### config.mk
export PLATFORM = sky130hd
export DESIGN_NAME = bus_fifo_bank
export DESIGN_NICKNAME = d
export VERILOG_FILES = /design/src/rtl/bus_fifo_bank.sv
export SDC_FILE = /design/constraint.sdc
export NUM_CORES = 2
export LEC_CHECK = 0
export ABC_AREA = 1
export BUFFER_PORTS_ARGS = -buffer_cell sky130_fd_sc_hd__clkbuf_2
export CAP_MARGIN = 20
export CORE_ASPECT_RATIO = 0.7
export CORE_MARGIN = 8
export CORE_UTILIZATION = 35
export CTS_BUF_LIST = sky130_fd_sc_hd__clkbuf_8
export CTS_CLUSTER_DIAMETER = 80
export DETAILED_ROUTE_END_ITERATION = 12
export GPL_ROUTABILITY_DRIVEN = 0
export PLACE_DENSITY = 0.56
export SLEW_MARGIN = 10
export SYNTH_ARGS = -nofsm -noshare
export SYNTH_HDL_FRONTEND = slang
export SYNTH_HIERARCHICAL = 1
export SYNTH_SLANG_ARGS = --single-unit
### constraint.sdc
create_clock -name clk -period 4 [get_ports clk]
set_clock_uncertainty 0.2 [all_clocks]
set_input_delay 0.2 -clock clk [delete_from_list [all_inputs] [get_ports clk]]
set_output_delay 0.2 -clock clk [all_outputs]
set_load 0.05 [all_outputs]
### src/rtl/bus_fifo_bank.sv
// Bank of per-device TX/RX FIFO pairs between the host and the bus arbiter.
// Each channel is independent and adds occupancy, full/empty flags and saturating error counters.

module bus_fifo_bank_fifo #(
    parameter int WIDTH = 16,
    parameter int DEPTH = 8,
    parameter int CNT_W = 8,
    localparam int LW = $clog2(DEPTH + 1),
    localparam int PW = $clog2(DEPTH)
) (
    input  logic             clk,
    input  logic             reset,
    input  logic             wr,
    input  logic [WIDTH-1:0] wdata,
    input  logic             rd,
    output logic [WIDTH-1:0] head,
    output logic             nonempty,
    output logic             full,
    output logic [LW-1:0]    level,
    output logic [CNT_W-1:0] ovf_cnt,
    output logic             udf
);
    logic [WIDTH-1:0] mem [DEPTH];
    logic [PW-1:0]    wr_ptr, rd_ptr;
    logic [LW-1:0]    cnt;
    logic             rd_ok, wr_ok;

    assign nonempty = (cnt != '0);
    assign full     = (cnt == LW'(DEPTH));
    assign level    = cnt;
    assign head     = nonempty ? mem[rd_ptr] : '0;

    // A read frees a slot in the same edge, so a write to a full FIFO is still accepted alongside it.
    assign rd_ok = rd && nonempty;
    assign wr_ok = wr && (!full || rd_ok);
    assign udf   = rd && !nonempty;

    always_ff @(posedge clk) begin
        if (wr_ok)
            mem[wr_ptr] <= wdata;
    end

    always_ff @(posedge clk or posedge reset) begin
        if (reset) begin
            wr_ptr  <= '0;
            rd_ptr  <= '0;
            cnt     <= '0;
            ovf_cnt <= '0;
        end else begin
            if (wr_ok)
                wr_ptr <= wr_ptr + 1'b1;
            if (rd_ok)
                rd_ptr <= rd_ptr + 1'b1;
            if (wr_ok && !rd_ok)
                cnt <= cnt + 1'b1;
            else if (!wr_ok && rd_ok)
                cnt <= cnt - 1'b1;
            if (wr && !wr_ok && ovf_cnt != '1)
                ovf_cnt <= ovf_cnt + 1'b1;
        end
    end
endmodule

module bus_fifo_bank_chan #(
    parameter int WIDTH = 16,
    parameter int DEPTH = 8,
    parameter int RX_EN = 1,
    parameter int CNT_W = 8,
    localparam int LW = $clog2(DEPTH + 1)
) (
    input  logic             clk,
    input  logic             reset,
    input  logic             tx_wr,
    input  logic [WIDTH-1:0] tx_wdata,
    output logic             tx_full,
    output logic [LW-1:0]    tx_level,
    output logic             pndng,
    output logic [WIDTH-1:0] d_pop,
    input  logic             pop,
    input  logic             push,
    input  logic [WIDTH-1:0] d_push,
    input  logic             rx_rd,
    output logic [WIDTH-1:0] rx_rdata,
    output logic             rx_empty,
    output logic [CNT_W-1:0] tx_ovf_cnt,
    output logic [CNT_W-1:0] rx_ovf_cnt,
    output logic [CNT_W-1:0] udf_cnt
);
    localparam int SW = CNT_W + 1;

    logic          tx_udf, rx_udf;
    logic [SW-1:0] udf_sum;

    bus_fifo_bank_fifo #(.WIDTH(WIDTH), .DEPTH(DEPTH), .CNT_W(CNT_W)) u_tx (
        .clk      (clk),
        .reset    (reset),
        .wr       (tx_wr),
        .wdata    (tx_wdata),
        .rd       (pop),
        .head     (d_pop),
        .nonempty (pndng),
        .full     (tx_full),
        .level    (tx_level),
        .ovf_cnt  (tx_ovf_cnt),
        .udf      (tx_udf)
    );

    generate
        if (RX_EN != 0) begin : g_rx
            logic          rx_nonempty;
            logic          unused_rx_full;
            logic [LW-1:0] unused_rx_level;

            bus_fifo_bank_fifo #(.WIDTH(WIDTH), .DEPTH(DEPTH), .CNT_W(CNT_W)) u_rx (
                .clk      (clk),
                .reset    (reset),
                .wr       (push),
                .wdata    (d_push),
                .rd       (rx_rd),
                .head     (rx_rdata),
                .nonempty (rx_nonempty),
                .full     (unused_rx_full),
                .level    (unused_rx_level),
                .ovf_cnt  (rx_ovf_cnt),
                .udf      (rx_udf)
            );
            assign rx_empty = !rx_nonempty;
        end else begin : g_no_rx
            logic unused_rx_in;
            assign unused_rx_in = ^{push, d_push, rx_rd};
            assign rx_rdata     = '0;
            assign rx_empty     = 1'b1;
            assign rx_ovf_cnt   = '0;
            assign rx_udf       = 1'b0;
        end
    endgenerate

    // Both underflow sources can fire together; the extra sum bit flags saturation.
    assign udf_sum = {1'b0, udf_cnt} + SW'(tx_udf) + SW'(rx_udf);

    always_ff @(posedge clk or posedge reset) begin
        if (reset)
            udf_cnt <= '0;
        else if (udf_sum[CNT_W])
            udf_cnt <= '1;
        else
            udf_cnt <= udf_sum[CNT_W-1:0];
    end
endmodule

module bus_fifo_bank #(
    parameter int WIDTH = 16,
    parameter int DRVS  = 8,
    parameter int DEPTH = 8,
    parameter int RX_EN = 1,
    parameter int CNT_W = 8,
    localparam int LW = $clog2(DEPTH + 1)
) (
    input  logic                  clk,
    input  logic                  reset,
    input  logic [DRVS-1:0]       tx_wr,
    input  logic [DRVS*WIDTH-1:0] tx_wdata,
    output logic [DRVS-1:0]       tx_full,
    output logic [DRVS*LW-1:0]    tx_level,
    output logic [DRVS-1:0]       pndng,
    output logic [DRVS*WIDTH-1:0] D_pop,
    input  logic [DRVS-1:0]       pop,
    input  logic [DRVS-1:0]       push,
    input  logic [DRVS*WIDTH-1:0] D_push,
    input  logic [DRVS-1:0]       rx_rd,
    output logic [DRVS*WIDTH-1:0] rx_rdata,
    output logic [DRVS-1:0]       rx_empty,
    output logic [DRVS*CNT_W-1:0] tx_ovf_cnt,
    output logic [DRVS*CNT_W-1:0] rx_ovf_cnt,
    output logic [DRVS*CNT_W-1:0] udf_cnt
);
    genvar c;
    generate
        for (c = 0; c < DRVS; c++) begin : g_chan
            bus_fifo_bank_chan #(
                .WIDTH (WIDTH),
                .DEPTH (DEPTH),
                .RX_EN (RX_EN),
                .CNT_W (CNT_W)
            ) u_chan (
                .clk        (clk),
                .reset      (reset),
                .tx_wr      (tx_wr[c]),
                .tx_wdata   (tx_wdata[c*WIDTH +: WIDTH]),
                .tx_full    (tx_full[c]),
                .tx_level   (tx_level[c*LW +: LW]),
                .pndng      (pndng[c]),
                .d_pop      (D_pop[c*WIDTH +: WIDTH]),
                .pop        (pop[c]),
                .push       (push[c]),
                .d_push     (D_push[c*WIDTH +: WIDTH]),
                .rx_rd      (rx_rd[c]),
                .rx_rdata   (rx_rdata[c*WIDTH +: WIDTH]),
                .rx_empty   (rx_empty[c]),
                .tx_ovf_cnt (tx_ovf_cnt[c*CNT_W +: CNT_W]),
                .rx_ovf_cnt (rx_ovf_cnt[c*CNT_W +: CNT_W]),
                .udf_cnt    (udf_cnt[c*CNT_W +: CNT_W])
            );
        end
    endgenerate
endmodule

==> results by group <==
Synth
  • Syn Area/Cell: 9.559 sq um
  • Syn Inst Count: roughly 12000
  • Yosys warnings: 6
  • Syn Nets: between 10000 and 15000
  • Cell area after synthesis: about 110000 sq um

Setup path
  • Worst Setup EP: D_pop[39]
  • Crit-path most repeated cell: nand2_1
  • Critical-path maximum fanout: between 40 and 50
  • Crit-path cells: inv_2 > nand2_1 > nand2_1 > nand2_1 > nand2_1 > nor2_1 > nor2_1 > clkbuf_2
  • Worst endpoint required time: 3.60 ns
  • Worst path slowest cell: inv_2
  • Worst Setup Start Kind: flip-flop
  • Critical Path Max Stage Delay: between 0.6 and 0.7 ns
  • Crit end category: output pin
  • CP Data Arrival Time: about 3.2 ns
  • R2R Setup Slk: between 0.9 and 1 ns
  • Critical path class: flip-flop to output pin
  • CP startpoint: g_chan[2].u_chan/u_tx/rd_ptr[0]
  • FF-to-FF End: g_chan[3].u_chan/udf_cnt[2]
  • Register-to-Register Path Depth: 9
  • RR Startpoint: g_chan[3].u_chan/u_tx/level[0]

Detailed routing
  • Post-route DRC: 0
  • First drt pass iteration count: 5
  • Mean routed wirelength per cell: ~17 um
  • Routed Antenna Nets: 0
  • Routed WL: between 300000 and 400000 um
  • 1st-iter DRT viols: 5150
  • Routed vias/inst: around 4.4
  • Vias: slightly below 80000

STA
  • Fin. max-slew vios: 0
  • RSZ-0062 raised after global routing: no
  • Rel. slew slack: 0.2460
  • Final Cycle Share: 0.8997
  • Final setup viols: 0
  • Worst slew pin tran: around 1.1 ns
  • Final Hold Viols: 0
  • Setup TNS: 0 ns
  • Fmax achieved: 0.2779 GHz
  • Min Clock Period, post-route: between 3 and 4 ns

Floorplan
  • DIE HEIGHT: about 490 um
  • Die ar.: 336300 sq um
  • Initial core utilization: 0.3511
  • I/O pin total: 794
  • Die width: 689.7 um
  • Total core area: ~320000 sq um
  • Core Rows: between 150 and 200

Power and ir drop
  • Cell area power density: approximately 750 nW/um^2
  • Maximum vdd drop: approximately 1100 uV
  • Leakage power: about 0.062 uW

Worst hold path
  • Hold Startpoint: rx_rd[3]
  • Hold crit path type: primary input to flip-flop

CTS
  • TritonCTS buffer count: a little under 400
  • Root buffer cell: clkbuf_8
  • Total clock sinks: 2400
  • CTS tree: done
  • H-Tree Depth: 5
  • Clk pin slew, worst setup/hold paths: around 0.060 ns
  • Max Buffers Root-to-Sink: 4
  • Clock Latency Late Sink: 0.97 ns
  • Number of gates resized after CTS: 0

Final layout
  • NumNets Final: between 10000 and 15000
  • Post-route insts no fill: between 15000 and 20000
  • Filler Cells Inserted: 30860
  • Most frequent cells in the layout: nand2_1 (4200), edfxtp_1 (2048), inv_1 (2047)
  • Layout Cell Area excl Fill: between 100000 and 150000 sq um
  • Fraction of layout cells with a size suffix above 1: 0.1437
  • Area growth syn-to-layout: 19.10%
  • Utilization after layout: 0.4182
  • Commonest non-fill, non-tap cell in the layout: nand2_1

Outcome
  • Run status: finished, final reports clean

Placement
  • Hpwl dp: 192500 um
  • Placed cell area: 118900 sq um
  • Dpl cells: 16410
  • Port Buf Inserts: between 700 and 800

Global routing
  • Largest net degree at the start of global routing: 66
  • Grt total ovfl: 0
  • Vias in the first global route: 74180
  • All-layer global routing usage: 0.1752
  • Global-route wire length before repair: 460800 um
  • Initial antenna violation count: 33

Run
  • Max_cap viols: 0
==> routing by layer <==
layer | GRT usage | up-vias | part of all wire
li1 | - | 39690 | -
met1 | 0.2458 | 36580 | 0.46
met2 | 0.2790 | 1675 | 0.46
met3 | 0.02593 | 512 | 0.048
met4 | 0.05712 | 12 | 0.033
met5 | 0 | - | 0.00028
==> power by group <==
| group | total [uW] | switching [uW] | internal, uW |
|---|---|---|---|
| registers | 33400 | 2350 | 31100 |
| clock network | 20700 | 10100 | 10600 |
| logic | 45300 | 34300 | 11000 |
| total | 99400 | 46800 | 52700 |
==> state kept, by name, indices dropped and copies added, names as in the netlist <==
name                             count
g_chan.u_chan/u_tx/mem            1024
g_chan.u_chan/g_rx.u_rx/rd_ptr      24
g_chan.u_chan/g_rx.u_rx/mem       1024
g_chan.u_chan/u_tx/wr_ptr           24
g_chan.u_chan/u_tx/ovf_cnt          64
g_chan.u_chan/u_tx/level            32
g_chan.u_chan/g_rx.u_rx/ovf_cnt     64
g_chan.u_chan/g_rx.u_rx/wr_ptr      24
g_chan.u_chan/u_tx/rd_ptr           24
g_chan.u_chan/g_rx.u_rx/level       32
g_chan.u_chan/udf_cnt               64
==> cell type report <==
| cell class | instances | area [sq um] | share of cell area |
|---|---|---|---|
| antenna | 16 | 40.04 | 0.0003023 |
| clock buffer | 432 | 5946 | 0.04490 |
| timing repair buffer | 1611 | 11750 | 0.08871 |
| sequential | 2400 | 70330 | 0.5311 |
| clock inverter | 277 | 1506 | 0.01138 |
| inverter | 1968 | 7387 | 0.05578 |
| multi-input combinational | 6832 | 30220 | 0.2282 |
| tap | 4200 | 5255 | 0.03968 |
==> worst min path at each step <==
stage,cells past startpoint,slack [ns],endpoint
floorplan,1,-0.18,g_chan[0].u_chan/udf_cnt[0]
global placement,1,0.29,g_chan[3].u_chan/g_rx.u_rx/mem[7][11]
detailed placement,1,0.28,g_chan[6].u_chan/g_rx.u_rx/mem[3][3]
CTS,7,0.001,g_chan[6].u_chan/g_rx.u_rx/ovf_cnt[0]
global route,7,0.07,g_chan[6].u_chan/g_rx.u_rx/ovf_cnt[6]
finish,7,0.16,g_chan[3].u_chan/g_rx.u_rx/wr_ptr[1]
==> metrics by stage <==
stage,setup WS (ns),power [uW],hold slack (ns)
after floorplan,1.361,67240,-0.1843
after global placement,1.059,78920,0.2858
after detailed placement,0.9628,79120,0.2827
after CTS,0.1803,100700,0.001231
after global routing,0.1100,105700,0.06955
final,0.4011,99440,0.1627
==> worst max-delay path, delay by kind of cell (launching register included) <==
kind | cells | cell delay, ns
buffers and inverters | 2 | 0.99
DFF | 1 | 0.41
and+or+nand+nor | 6 | 0.78
==> repair_timing <==
item	CTS	global route
setup buffers	0	0
hold endpoints to repair	4765	0
hold buffers	594	0
Note: power is estimated with default switching activity, not from simulation.
